**config.mk**
```make
export PLATFORM = sky130hd
export DESIGN_NAME = e203_ifu_jalr_rdport_ctrl
export DESIGN_NICKNAME = d
export VERILOG_FILES = /design/src/rtl/e203_ifu_jalr_rdport_ctrl_pkg.sv /design/src/rtl/e203_ifu_sat_cnt.sv /design/src/rtl/e203_ifu_jalr_rdport_ctrl.sv
export SDC_FILE = /design/constraint.sdc
export NUM_CORES = 1
export LEC_CHECK = 0
export ABC_AREA = 1
export BUFFER_PORTS_ARGS = -buffer_cell sky130_fd_sc_hd__clkbuf_2
export CORE_MARGIN = 2
export CORE_UTILIZATION = 44
export DETAILED_ROUTE_END_ITERATION = 8
export GPL_ROUTABILITY_DRIVEN = 0
export PLACE_DENSITY = 0.77
export SLEW_MARGIN = 0
export SYNTH_ARGS = -nofsm -noshare
export SYNTH_HDL_FRONTEND = slang
export SYNTH_SLANG_ARGS = --single-unit
```
**constraint.sdc**
```tcl
create_clock -name clk -period 1.55 [get_ports clk]
set_clock_uncertainty 0.15 [all_clocks]
set_input_delay 0.31 -clock clk [delete_from_list [all_inputs] [get_ports clk]]
set_output_delay 0.31 -clock clk [all_outputs]
set_load 0.03 [all_outputs]
```
**src/rtl/e203_ifu_jalr_rdport_ctrl_pkg.sv**
```systemverilog
// e203_ifu_jalr_rdport_ctrl_pkg: shared widths, FSM encoding and dependency helper
package e203_ifu_jalr_rdport_ctrl_pkg;

    localparam int E203_XLEN    = 32;
    localparam int E203_RFIDX_W = 5;

    typedef enum logic [1:0] {
        S_IDLE = 2'd0,
        S_WAIT = 2'd1,
        S_RD   = 2'd2,
        S_HOLD = 2'd3
    } jalr_state_e;

    // rs1 may still be written by an outstanding EXU op or the instruction sitting in IR
    function automatic logic jalr_dep(input logic oitf_empty, input logic ir_empty,
                                      input logic ir_rs1en, input logic ir_valid_clr);
        return ~oitf_empty | (~ir_empty & ir_rs1en & ~ir_valid_clr);
    endfunction

endpackage

```
**src/rtl/e203_ifu_sat_cnt.sv**
```systemverilog
// e203_ifu_sat_cnt: width-parameterised saturating up-counter with clear
module e203_ifu_sat_cnt #(
    parameter int W = 8
) (
    input  logic         clk,
    input  logic         rst_n,
    input  logic         inc,
    input  logic         clr,
    output logic [W-1:0] cnt
);

    always_ff @(posedge clk or negedge rst_n) begin
        if (!rst_n)
            cnt <= '0;
        else if (clr)
            cnt <= '0;
        else if (inc && cnt != '1)
            cnt <= cnt + 1'b1;
    end

endmodule

```
**src/rtl/e203_ifu_jalr_rdport_ctrl.sv**
```systemverilog
// e203_ifu_jalr_rdport_ctrl: JALR rs1 operand sequencer sharing the BPU regfile port with debug reads
module e203_ifu_jalr_rdport_ctrl
    import e203_ifu_jalr_rdport_ctrl_pkg::*;
#(
    parameter int XLEN        = E203_XLEN,
    parameter int RFIDX_W     = E203_RFIDX_W,
    parameter int STALL_CNT_W = 8
) (
    input  logic                   clk,
    input  logic                   rst_n,
    input  logic                   jalr_req,
    input  logic [RFIDX_W-1:0]     jalr_rs1idx,
    input  logic                   oitf_empty,
    input  logic                   ir_empty,
    input  logic                   ir_rs1en,
    input  logic                   ir_valid_clr,
    input  logic                   flush,
    input  logic                   jalr_ack,
    output logic                   bpu_wait,
    output logic                   jalr_op_vld,
    output logic [XLEN-1:0]        jalr_op,
    input  logic                   dbg_rd_req,
    input  logic [RFIDX_W-1:0]     dbg_rd_idx,
    output logic                   dbg_rd_gnt,
    output logic                   dbg_rd_rvld,
    output logic [XLEN-1:0]        dbg_rd_rdata,
    output logic                   rf_rd_ena,
    output logic [RFIDX_W-1:0]     rf_rd_idx,
    input  logic [XLEN-1:0]        rf_rd_data,
    output logic [STALL_CNT_W-1:0] stall_cnt
);

    jalr_state_e state;
    logic        dep;
    logic        bpu_rd;
    logic        idle_to_rd;

    assign dep        = jalr_dep(oitf_empty, ir_empty, ir_rs1en, ir_valid_clr);
    assign idle_to_rd = (state == S_IDLE) & jalr_req & ~dep;
    assign bpu_rd     = (state == S_RD) & jalr_req & ~flush;
    // debug yields in RD and in the IDLE cycle that heads straight into RD
    assign dbg_rd_gnt = dbg_rd_req & (state != S_RD) & ~idle_to_rd;
    assign rf_rd_ena  = bpu_rd | dbg_rd_gnt;
    assign rf_rd_idx  = bpu_rd ? jalr_rs1idx : dbg_rd_gnt ? dbg_rd_idx : '0;
    assign bpu_wait   = jalr_req & (state != S_HOLD);

    always_ff @(posedge clk or negedge rst_n) begin
        if (!rst_n) begin
            state       <= S_IDLE;
            jalr_op_vld <= 1'b0;
            jalr_op     <= '0;
        end else if (flush) begin
            state       <= S_IDLE;
            jalr_op_vld <= 1'b0;
        end else begin
            case (state)
                S_IDLE: if (jalr_req) state <= dep ? S_WAIT : S_RD;
                S_WAIT: begin
                    if (!jalr_req)
                        state <= S_IDLE;
                    else if (!dep)
                        state <= S_RD;
                end
                S_RD: begin
                    if (!jalr_req)
                        state <= S_IDLE;
                    else begin
                        state       <= S_HOLD;
                        jalr_op_vld <= 1'b1;
                        jalr_op     <= rf_rd_data;
                    end
                end
                S_HOLD: begin
                    if (jalr_ack) begin
                        state       <= S_IDLE;
                        jalr_op_vld <= 1'b0;
                    end
                end
                default: state <= S_IDLE;
            endcase
        end
    end

    always_ff @(posedge clk or negedge rst_n) begin
        if (!rst_n) begin
            dbg_rd_rvld  <= 1'b0;
            dbg_rd_rdata <= '0;
        end else begin
            dbg_rd_rvld <= dbg_rd_gnt;
            if (dbg_rd_gnt)
                dbg_rd_rdata <= rf_rd_data;
        end
    end

    e203_ifu_sat_cnt #(.W(STALL_CNT_W)) u_stall_cnt (
        .clk   (clk),
        .rst_n (rst_n),
        .inc   (state == S_WAIT),
        .clr   (1'b0),
        .cnt   (stall_cnt)
    );

endmodule

```
Word-level counts from Yosys, hierarchy flattened. Cells that the tools add are included.

Flip-flop bits (word level): 76. Bits of input ports: 52. Output and inout bits: 82. Logic and storage cells: 54.

Add/subtract/negate cells: 1. Eq/ne operators: 10. Muxes and demuxes: 14. Bitwise gates (word level): 17. Reductions and logical operators: 6.

Operators with widths (count): 2-to-1 mux 2 bit (7); 2-to-1 mux 5 bit (2); bitwise AND 1 bit (9); != test 3 bit (second input constant) (3); AND reduction 3 bit (3); adder 8 x 1 -> 8 bit (second input constant) (1); != test 8 bit (second input constant) (1); case mux 2 bit (4 select lines) (1); NOT 1 bit (6); == test 2 bit (second input constant) (2); != test 2 bit (second input constant) (2); != test 4 bit (second input constant) (1); 2-to-1 mux 1 bit (3); nonzero test 3 bit (1); == test 2 x 1 -> 1 bit (second input constant) (1); logical NOT 2 bit (1); OR 1 bit (2); case mux 1 bit (2 select lines) (1); logical AND 1 bit (1).

Depth between registers and ports, before layout.
Word-level depth: 10. Depth in mapped cells: 9. Depth with buffers taken out: 8.

Modules after synthesis. Synthesis repeated with hierarchy kept, for this count alone.

Cell total of the unflattened synthesis: 411. Area, all modules: 3345.7 µm².

Modules (own cells, without submodules): e203_ifu_jalr_rdport_ctrl (times used 1, cells each 337, area an instance 2834.0 µm², sequential area each 1701.6 µm²); e203_ifu_sat_cnt (times used 1, cells each 74, area an instance 511.7 µm², sequential area each 200.2 µm²).

Least setup slack after synthesis. OpenSTA, ideal clock, no wires.

Path type: reg-to-output. Start: register state[1]. End: output rf_rd_idx[0]. Data arrival time: 1.595 ns. Required time: 1.090 ns. Path slack: -0.505 ns. Cell stages (with the launch flop): 7. Buffers on the path: 1. Cell sequence: dfrtp_1 inv_2 nor2_2 nor2_4 nand2_2 buf_6 o21ai_0.

Longest elaborated chain between the ends: 7. Elaborated cells on any way between the ends: 12. Classes of those cells: eq/ne: 2; mux: 2; bitwise: 7; reduce/logical: 1.

RTL lines: start, declared (line e203_ifu_jalr_rdport_ctrl.sv:33) `jalr_state_e state;`; start signal, assigned (line e203_ifu_jalr_rdport_ctrl.sv:57) `S_IDLE: if (jalr_req) state <= dep ? S_WAIT : S_RD;`; logical NOT 2 bit (line e203_ifu_jalr_rdport_ctrl.sv:39) `assign idle_to_rd = (state == S_IDLE) & jalr_req & ~dep;`; bitwise AND 1 bit (2 in series) (line e203_ifu_jalr_rdport_ctrl.sv:39); NOT 1 bit (line e203_ifu_jalr_rdport_ctrl.sv:42) `assign dbg_rd_gnt = dbg_rd_req & (state != S_RD) & ~idle_to_rd;`; bitwise AND 1 bit (line e203_ifu_jalr_rdport_ctrl.sv:42); 2-to-1 mux 5 bit (line e203_ifu_jalr_rdport_ctrl.sv:44) `assign rf_rd_idx = bpu_rd ? jalr_rs1idx : dbg_rd_gnt ? dbg_rd_idx : '0;`; 2-to-1 mux 5 bit (*) (line e203_ifu_jalr_rdport_ctrl.sv:44); end, declared (line e203_ifu_jalr_rdport_ctrl.sv:28) `output logic [RFIDX_W-1:0] rf_rd_idx,`.

Every way passes the cells marked *; elsewhere a longest branch is shown, timed or not.

Worst setup path in the final report.
Start: register state[1]. End: output rf_rd_idx[3].

The elaborated chain is that of the path after synthesis.

==> flow_metrics.tcl <==
set metrics [dict create \
    status "finished with violations" \
    setup_viol 9 \
    synth_area_leaders "dfrtp_1 (57%), nand2_1 (23%), nand3_1 (6.0%)" \
    rows 31 \
    crit_start "state[1]$_DFFE_PN0P_" \
    drc_errors 0 \
    failed_checks "negative setup slack" \
    power-per-cell-area_nw_per_um2 1834 \
    seq_area_sq_um 1911 \
    crit_end "rf_rd_idx[3]" \
    rsz0062_at_grt "yes" \
    relSlewSlack_pct 72.59 \
    ff2ff_path_depth 10 \
    power_mw 8.747 \
    cp.arrival_ns 1.60 \
    synth_cell_types 23 \
    cts_tree "done" \
    netlist_top_cells_count "nand2_1 (207), dfrtp_1 (76), nand3_1 (40)" \
    multi_input_area_sq_um 1319 \
    regToRegEndpoint "state[1]$_DFFE_PN0P_" \
    rrSetupSlack_ns 0 \
    dr.pass1.iters 5 \
    yosys_warnings 0 \
    io_pins 134 \
    drive_gt1_share_pct 39.79 \
    pre_cts_ws_ns -0.2011 \
    grt_pass1_wl_microns 14870 \
    vias 3164 \
    syn_nets 451 \
    clkTransAtPathRegs_ns 0.09 \
    grt_pass1_vias 3189 \
    async_reset_ff_share_pct 100.0 \
    layout_min_cycle_time_ns 2.059 \
    slew_viol_final 0 \
    leakagePower_nw 2.728 \
    dieArea_sq_um 8279 \
    cts_root_buf "clkbuf_8" \
    antenna_found_initial 0 \
    ys_dominant_reg_cell "dfrtp_1" \
    hpwl_microns 6208 \
    nets 621 \
    ir_drop_uv 1184 \
    cts.sinks 76 \
    die_h_microns 90.99 \
    synth-edff-count 0 \
    numPortBuffers 133 \
    post_drt_wl_per_cell_microns 13.49 \
    die_w_microns 90.99 \
    worstPathRequired_ns 1.09 \
    clock_latency_ns 0.34 \
    fin_area_sq_um 4768 \
    wl_microns 9068 \
    hold_class "in2reg" \
    hold_violations 0 \
    placed_area_sq_um 4264 \
    cts_buffers 9 \
    fin_ws_ns -0.5090 \
    grt_usage_pct 22.27 \
    critPathLaunchType "register" \
    fmax_mhz 485.7 \
    syn2layout_area_growth_pct 43.22 \
    grt_max_degree 77 \
    tightest_slew_ns 0.4112 \
    cp_max_fo 12 \
    synth_area_sq_um 3329 \
    grt-ovfl-total 0 \
    critPathCaptureType "output pin" \
    start_util_pct 45.66 \
    antenna_cells 0 \
    detail_route.vias_per_cell 4.708 \
    fillerInstances 629 \
    htreeDepth 3 \
    netlist_instances 398 \
    ys_seq_area_share_pct 57.12 \
    synth_top_area_share_pct 57.12 \
    core_sq_um 7292 \
    worst-setup-path-type "reg2out" \
    drtAntennaViolNets 0 \
    drtIter0Drc 117 \
    clockBufferDepth 2 \
    regToRegStartpoint "state[1]$_DFFE_PN0P_" \
    synth.most_common_cell "nand2_1" \
    avgSynthCellArea_sq_um 8.365 \
    yosysTopAreaCell "dfrtp_1" \
    synth_seq_cells 76 \
    drv_cap 0 \
    period_share_pct 132.8 \
]
## logic make-up (layout without fill, tap and decap cells)
| kind of cell | after synthesis | after routing | share of synthesized area [%] |
|---|---|---|---|
| compound gates | 10 | 10 | 1.654 |
| xor+xnor | 3 | 3 | 0.7893 |
| fa+ha+maj | 1 | 1 | 0.3757 |
| buf+inv | 42 | 217 | 6.501 |
| flops | 76 | 76 | 57.12 |
| simple gates | 266 | 266 | 33.56 |
## final cells by class
class	count	area share, %
sequential	76	40.07
multi-input combinational	280	27.66
timing repair buffer	177	24.11
clock buffer	11	2.755
tap	99	2.598
inverter	24	2.047
clock inverter	5	0.7610
## report_power, final
part           leakage [nW]  switching [mW]  internal, mW
clock network        0.0760           0.750         0.586
registers             0.944           0.495          2.74
logic                  1.71            2.85          1.33
total                  2.73            4.09          4.65
## per-layer routing
layer | routed length [microns] | vias to the layer above | global-route usage [%]
met3 | 647 | 11 | 6.971
met5 | 0 | - | 0
met4 | 95 | 0 | 8.460
met2 | 4428 | 108 | 36.91
li1 | - | 1572 | -
met1 | 3897 | 1473 | 27.27
## how the worst min path moves through the flow
stage | from | endpoint | slack, ns | cells after the start
final | rf_rd_data[21] | jalr_op[21]$_DFFE_PN0P_ | 0.03 | 3
after global routing | rf_rd_data[16] | jalr_op[16]$_DFFE_PN0P_ | 0.02 | 3
after CTS | rf_rd_data[9] | jalr_op[9]$_DFFE_PN0P_ | 0.01 | 3
after detailed placement | rst_n | u_stall_cnt.cnt[7]$_DFFE_PN0P_ | 0.21 | 2
after global placement | rst_n | u_stall_cnt.cnt[7]$_DFFE_PN0P_ | 0.21 | 2
after floorplan | rst_n | dbg_rd_rdata[0]$_DFFE_PN0N_ | -0.14 | 0
## registers in the layout, summed over array words and instances, names as in the netlist
signal,flops
dbg_rd_rdata,32
u_stall_cnt.cnt,8
jalr_op_vld,1
jalr_op,32
dbg_rd_rvld,1
state,2
## critical path: stages (launching register included)
cell	delay, ns
dfrtp_2	0.45
inv_4	0.09
nor2_2	0.05
nor2_4	0.14
nand2_4	0.07
buf_12	0.15
o21ai_2	0.13
clkbuf_8	0.17
## layout by cell type (no fill, tap or decap), types with 4 or more instances in the layout
| cell type | count |
|---|---|
| buf_12 | 4 |
| nand2_4 | 4 |
| nand3_1 | 38 |
| inv_1 | 19 |
| nand4_1 | 4 |
| clkbuf_2 | 124 |
| nand2_1 | 199 |
| dfrtp_1 | 69 |
| clkbuf_8 | 12 |
| buf_8 | 6 |
| buf_6 | 4 |
| dfrtp_2 | 7 |
| buf_4 | 35 |
| nand2_2 | 6 |
## per-stage QoR
step | setup TNS, ns | utilization (%) | cells | hold slack, ns
3_3_place_gp | -3.151 | 58.48 | 639 | 0.2078
6_report | -3.680 | 65.39 | 672 | 0.03437
2_1_floorplan | -0.9503 | - | 398 | -0.1356
3_5_place_dp | -4.838 | 58.48 | 639 | 0.2114
4_1_cts | -4.268 | 63.37 | 668 | 0.01474
5_1_grt | -4.663 | 65.39 | 672 | 0.02449
## repair_timing
item                                   4_1_cts  5_1_grt
endpoints found under the hold margin       76        0
setup buffers                               12       11
gates resized for setup                     23       37
pin swaps                                    3       13
hold buffers                                 1        0
setup endpoints to repair                   42       83
Note: power is estimated with default switching activity, not from simulation.
